==> src/rtl/fetch_stage_pkg.sv <==
// Shared types and constants for the instruction fetch stage.
package fetch_stage_pkg;

  localparam int StallBus    = 6;
  localparam int IF_TO_ID_WD = 33;
  localparam int BR_WD       = 33;

  localparam logic Stop   = 1'b1;
  localparam logic NoStop = 1'b0;

  // One word below the boot vector so the first fetch lands on 32'hBFC0_0000.
  localparam logic [31:0] RESET_PC_DEFAULT = 32'hBFBF_FFFC;

  typedef enum logic [1:0] {
    BOOT = 2'd0,
    RUN  = 2'd1,
    HOLD = 2'd2
  } fetch_state_e;

endpackage

==> src/rtl/fetch_redirect_buf.sv <==
// Holds a redirect that arrived while fetch was stalled and forms next_pc
// with priority: pending redirect, then live redirect, then sequential.
module fetch_redirect_buf
  import fetch_stage_pkg::*;
(
  input  logic        clk,
  input  logic        rst_n,
  input  logic        br_e,
  input  logic [31:0] br_addr,
  input  logic [31:0] pc_r,
  input  logic        capture,
  input  logic        consume,
  output logic        pend_v,
  output logic [31:0] pend_addr,
  output logic [31:0] next_pc,
  output logic        redirect
);

  always_ff @(posedge clk or negedge rst_n) begin
    if (!rst_n) begin
      pend_v    <= 1'b0;
      pend_addr <= 32'b0;
    end else if (capture) begin
      pend_v    <= 1'b1;
      pend_addr <= br_addr;
    end else if (consume) begin
      pend_v    <= 1'b0;
    end
  end

  assign next_pc  = pend_v ? pend_addr : (br_e ? br_addr : pc_r + 32'd4);
  assign redirect = pend_v | br_e;

endmodule

==> src/rtl/fetch_stage.sv <==
// Instruction fetch stage: PC register, boot/run/hold FSM and SRAM request.
// Optional performance counters are built only when FETCH_PERF_CNT_EN is defined.
module fetch_stage
  import fetch_stage_pkg::*;
#(
  parameter logic [31:0] RESET_PC = RESET_PC_DEFAULT
) (
  input  logic                   clk,
  input  logic                   rst_n,
  input  logic [StallBus-1:0]    stall,
  input  logic [BR_WD-1:0]       br_bus,
  output logic [IF_TO_ID_WD-1:0] if_to_id_bus,
  output logic                   inst_sram_en,
  output logic [3:0]             inst_sram_wen,
  output logic [31:0]            inst_sram_addr,
  output logic [31:0]            inst_sram_wdata,
  output logic [31:0]            fetch_cnt,
  output logic [31:0]            redirect_cnt
);

  fetch_state_e state_q, state_d;
  logic [31:0]  pc_r, pc_d, next_pc, pend_addr;
  logic         ce_r, ce_d, load, capture, consume, pend_v, redirect;
  logic         br_e;
  logic [31:0]  br_addr;
  logic         unused_stall;

  assign br_e         = br_bus[32];
  assign br_addr      = br_bus[31:0];
  assign unused_stall = ^stall[StallBus-1:1];

  fetch_redirect_buf u_redirect_buf (
    .clk       (clk),
    .rst_n     (rst_n),
    .br_e      (br_e),
    .br_addr   (br_addr),
    .pc_r      (pc_r),
    .capture   (capture),
    .consume   (consume),
    .pend_v    (pend_v),
    .pend_addr (pend_addr),
    .next_pc   (next_pc),
    .redirect  (redirect)
  );

  always_ff @(posedge clk or negedge rst_n) begin
    if (!rst_n) begin
      state_q <= BOOT;
      pc_r    <= RESET_PC;
      ce_r    <= 1'b0;
    end else begin
      state_q <= state_d;
      pc_r    <= pc_d;
      ce_r    <= ce_d;
    end
  end

  // In HOLD the pending redirect always wins over a live br_e via next_pc priority.
  always_comb begin
    state_d = state_q;
    pc_d    = pc_r;
    ce_d    = ce_r;
    load    = 1'b0;
    capture = 1'b0;
    case (state_q)
      BOOT: begin
        load    = 1'b1;
        state_d = RUN;
      end
      RUN: begin
        if (stall[0] == Stop) begin
          if (br_e) begin
            capture = 1'b1;
            state_d = HOLD;
          end
        end else begin
          load = 1'b1;
        end
      end
      HOLD: begin
        if (stall[0] == Stop) begin
          capture = br_e;
        end else begin
          load    = 1'b1;
          state_d = RUN;
        end
      end
      default: state_d = BOOT;
    endcase
    if (load) begin
      pc_d = next_pc;
      ce_d = 1'b1;
    end
  end

  assign consume = load & pend_v;

  assign if_to_id_bus    = {ce_r, pc_r};
  assign inst_sram_en    = ce_r;
  assign inst_sram_addr  = pc_r;
  assign inst_sram_wen   = 4'b0000;
  assign inst_sram_wdata = 32'b0;

`ifdef FETCH_PERF_CNT_EN
  logic [31:0] fetch_cnt_q, redirect_cnt_q;

  always_ff @(posedge clk or negedge rst_n) begin
    if (!rst_n) begin
      fetch_cnt_q    <= 32'b0;
      redirect_cnt_q <= 32'b0;
    end else begin
      if (ce_r && stall[0] == NoStop) fetch_cnt_q <= fetch_cnt_q + 32'd1;
      if (load && redirect)          redirect_cnt_q <= redirect_cnt_q + 32'd1;
    end
  end

  assign fetch_cnt    = fetch_cnt_q;
  assign redirect_cnt = redirect_cnt_q;
`else
  logic unused_redirect;
  assign unused_redirect = redirect;
  assign fetch_cnt       = 32'b0;
  assign redirect_cnt    = 32'b0;
`endif

endmodule

==> config.mk <==
export PLATFORM = sky130hd
export DESIGN_NAME = fetch_stage
export DESIGN_NICKNAME = d
export VERILOG_FILES = /design/src/rtl/fetch_stage_pkg.sv /design/src/rtl/fetch_redirect_buf.sv /design/src/rtl/fetch_stage.sv
export SDC_FILE = /design/constraint.sdc
export NUM_CORES = 1
export LEC_CHECK = 0
export ABC_AREA = 1
export CORE_MARGIN = 4
export CORE_UTILIZATION = 40
export CTS_BUF_LIST = sky130_fd_sc_hd__clkbuf_16
export DETAILED_ROUTE_END_ITERATION = 8
export GPL_ROUTABILITY_DRIVEN = 1
export GPL_TIMING_DRIVEN = 0
export MAX_ROUTING_LAYER = met4
export PLACE_DENSITY = 0.75
export SYNTH_ARGS = -nofsm -noshare
export SYNTH_HDL_FRONTEND = slang
export SYNTH_SLANG_ARGS = --single-unit
==> constraint.sdc <==
create_clock -name clk -period 1.7 [get_ports clk]
set_input_delay 0.255 -clock clk [delete_from_list [all_inputs] [get_ports clk]]
set_output_delay 0.255 -clock clk [all_outputs]
set_load 0.02 [all_outputs]
==> results.yml <==
critical_path:
  path_class: "reg2out"
  critical_path_arrival_ns: 1.44
  critical_path.reg2reg.startpoint: "inst_sram_addr[3]"
  path_max_fanout: 7
  crit_path_end_kind: "output pin"
  setup.worst_path.start_class: "register"
  cp_data_required_time_ns: 1.44
  crit_start: "inst_sram_addr[4]"
placed_design:
  routabilityCongestion: 0.875
  place_ws_ns: -0.283
  hpwl_dp_mm: 10.4
  io_buffer_count: 101
clock_network:
  clock_insertion_delay_at_the_later_pin_of_the_skew_report_ns: 0.33
  tritoncts.num_buffers: 9
  cts_max_path_buffers: 2
  cts_root_buffer: "sky130_fd_sc_hd__clkbuf_16"
  ctsHtreeMaxLevel: 3
  tritoncts_num_sinks: 68
  tritoncts: "yes"
  clk_pin_slew_worst_paths_ns: 0.06
timing:
  worst_hold_slack_ns: 0.0357
  fin_skew_ns: 0.00852
  final-hold-violation-count: 0
  max_slew_margin_vs_limit_pct: 41.5
  grt_setup_unrepaired: "yes"
  slew_viol_final: 0
  post-route-min-period_ns: 1.69
  final_min_period_over_clock_period_pct: 99.4
  max_freq_mhz: 592
  max_slew.worst_pin.slew_ns: 0.878
  setup_ws_ns: 0.00984
  setup_viol_count_final: 0
  timing.setup.tns_ns: 0
synthesis:
  synth_edf_count: 0
  synth_area_per_cell_um2: 7.41
  synth_top_area_cells: "sky130_fd_sc_hd__buf_4 (20%), sky130_fd_sc_hd__dfrtp_1 (20%), sky130_fd_sc_hd__dfstp_2 (15%)"
  synthesis.yosys.warnings: 0
  synth_top_area_cell: "sky130_fd_sc_hd__buf_4"
  portion_of_synthesized_cell_area_occupied_by_the_leading_cell_type_pct: 19.9
  synth_seq_cells: 68
  synthesis.area_um2: 5060
  post_synth_most_frequent_cells: "sky130_fd_sc_hd__nand2_1 (135), sky130_fd_sc_hd__buf_4 (134), sky130_fd_sc_hd__nor2_1 (74)"
  synth.distinct_cells: 37
  syn-instance-count: 683
  synth_ff_type: "sky130_fd_sc_hd__dfrtp_1"
  synth_async_sr_flop_share_pct: 100
  yosysMostFrequentCell: "sky130_fd_sc_hd__nand2_1"
  synth_sequential_area_ratio_pct: 34.3
global_routing:
  maximum_number_of_pins_on_one_net_before_global_route_repair: 69
  initial_antenna_violation_count: 0
  globalRouteTotalUtil_pct: 19.2
  gr-total-overflow: 0
  vias_in_the_first_global_route: 4471
  global_route_wire_length_before_repair_mm: 21.9
die:
  placeableCoreArea_um2: 12200
  die_width_um: 120
  rows: 40
  die-height_um: 120
  die-area_um2: 14500
  starting_density_pct: 41.4
  design.portCount: 207
detailed_routing:
  via_per_inst: 4.38
  drt-pass1-iter-count: 5
  drtAntennaViolNets: 0
  detail_route.wirelength_mm: 14.2
  drt_iter0_drc: 284
  drt-wirelength-per-cell_um: 13.1
  vias: 4761
  drcViolationCount: 0
final_layout:
  final_nets: 961
  diodes: 0
  area_growth_syn_to_layout_pct: 45.5
  post_route_cells_drive_above_1_share_pct: 31.9
  n_fill_cell: 1128
  multiInputGateArea_um2: 2590
  final-seq-area_um2: 1740
run:
  maxCapViolCount: 0
power_and_ir_drop:
  finalPower_mw: 13.3
  max-vdd-ir-drop_v: 0.000856
  total_leakage_power_nw: 3.88
  power_density_nw_per_um2: 1810
worst_hold_path:
  worst_hold_path_type: "in2async"
outcome:
  outcome: "complete, no violations"
[critical path, cell delays in order, from the launching register on]
cell and delay (ns):
sky130_fd_sc_hd__dfstp_2 0.65, sky130_fd_sc_hd__buf_4 0.14, sky130_fd_sc_hd__dlygate4sd2_1 0.32
[power breakdown]
part / switching, mW / leakage (nW) / total, mW / internal, mW
combinational: 4.48 / 2.95 / 7.86 / 3.38
clock: 0.730 / 0.146 / 1.87 / 1.14
sequential: 0.930 / 0.787 / 3.62 / 2.69
[layout by cell type, fill, tap and decap left out, types with 3 or more instances in the layout]
| master | count |
|---|---|
| sky130_fd_sc_hd__clkbuf_2 | 8 |
| sky130_fd_sc_hd__dfstp_2 | 28 |
| sky130_fd_sc_hd__o21ai_1 | 13 |
| sky130_fd_sc_hd__buf_2 | 5 |
| sky130_fd_sc_hd__nor2_8 | 3 |
| sky130_fd_sc_hd__a21oi_1 | 17 |
| sky130_fd_sc_hd__dfrtp_1 | 39 |
| sky130_fd_sc_hd__clkbuf_16 | 10 |
| sky130_fd_sc_hd__nand2_1 | 129 |
| sky130_fd_sc_hd__a22oi_1 | 4 |
| sky130_fd_sc_hd__buf_4 | 156 |
| sky130_fd_sc_hd__ha_1 | 4 |
| sky130_fd_sc_hd__dlymetal6s2s_1 | 3 |
| sky130_fd_sc_hd__or2_2 | 3 |
| sky130_fd_sc_hd__a211oi_4 | 7 |
| sky130_fd_sc_hd__a21oi_2 | 7 |
| sky130_fd_sc_hd__clkdlybuf4s50_1 | 39 |
| sky130_fd_sc_hd__dlygate4sd2_1 | 56 |
| sky130_fd_sc_hd__o21ai_0 | 42 |
| sky130_fd_sc_hd__nand2_2 | 9 |
| sky130_fd_sc_hd__inv_2 | 8 |
| sky130_fd_sc_hd__nor2_4 | 6 |
| sky130_fd_sc_hd__nand2_4 | 5 |
| sky130_fd_sc_hd__nand3_2 | 5 |
| sky130_fd_sc_hd__nor2_1 | 70 |
| sky130_fd_sc_hd__a211oi_2 | 8 |
| sky130_fd_sc_hd__conb_1 | 100 |
| sky130_fd_sc_hd__nand3_1 | 35 |
| sky130_fd_sc_hd__inv_1 | 58 |
| sky130_fd_sc_hd__nor2_2 | 5 |
[sequential cells by signal, indices dropped and copies added (netlist names)]
name,flops
inst_sram_en,1
u_redirect_buf.pend_v,1
u_redirect_buf.pend_addr,32
inst_sram_addr,32
state_q,2
[what timing repair did]
item / in CTS / in global routing
endpoints found under the setup margin: 122 / 52
cloned: 0 / 1
hold buffers: 0 / 0
gates resized for setup: 98 / 45
pin swaps: 3 / 15
setup buffers: 5 / 14
[cells by family after synthesis]
group | Yosys count | synth area share [%]
AOI/OAI and AO/OA | 105 | 12.0
adders and majority gates | 6 | 1.48
xor gates and xnor gates | 4 | 0.693
other | 1 | 0.0741
and+or+nand+nor | 275 | 24.3
buffers and inverters | 222 | 26.7
DFF | 68 | 34.3
muxes | 2 | 0.445
[final timing paths]
| path | slack (ns) | cells past startpoint | end |
|---|---|---|---|
| worst max-delay path | 0.01 | 2 | inst_sram_addr[4] |
| worst min-delay path | 0.04 | 1 | state_q[0] |
| worst max register to register | 0.01 | 9 | inst_sram_addr[26] |
| worst min register to register | 0.48 | 2 | u_redirect_buf.pend_addr[2] |
| max in group asynchronous | 1.03 | 1 | inst_sram_addr[30] |
| min in group clk | 0.48 | 2 | u_redirect_buf.pend_addr[2] |
[stage by stage]
stage	instances	cell area [µm²]	utilization, %
2_1_floorplan	782	5430	-
3_3_place_gp	1051	6650	54.5
3_5_place_dp	1051	6650	54.4
4_1_cts	1072	7060	57.8
5_1_grt	1087	7360	60.3
6_report	1087	7360	60.3
[layout make-up]
cell class,count,share of cell area (%)
plain buffers,154,15.7
inverters,68,3.50
repair buffers,121,15.1
flip-flops and latches,68,23.6
well taps,168,2.86
clock buffers,9,3.06
multi-input cells,492,35.2
clock inverters,7,1.00
[layer usage]
layer | share of wire [%] | GRT usage (%) | vias to the layer above
met3 | 5.6 | 3.04 | 19
met2 | 49 | 31.2 | 167
met5 | 0 | - | -
met4 | 1.8 | 6.37 | 0
li1 | - | - | 2389
met1 | 43 | 24.7 | 2186
Power figures use the tool's default switching activity.
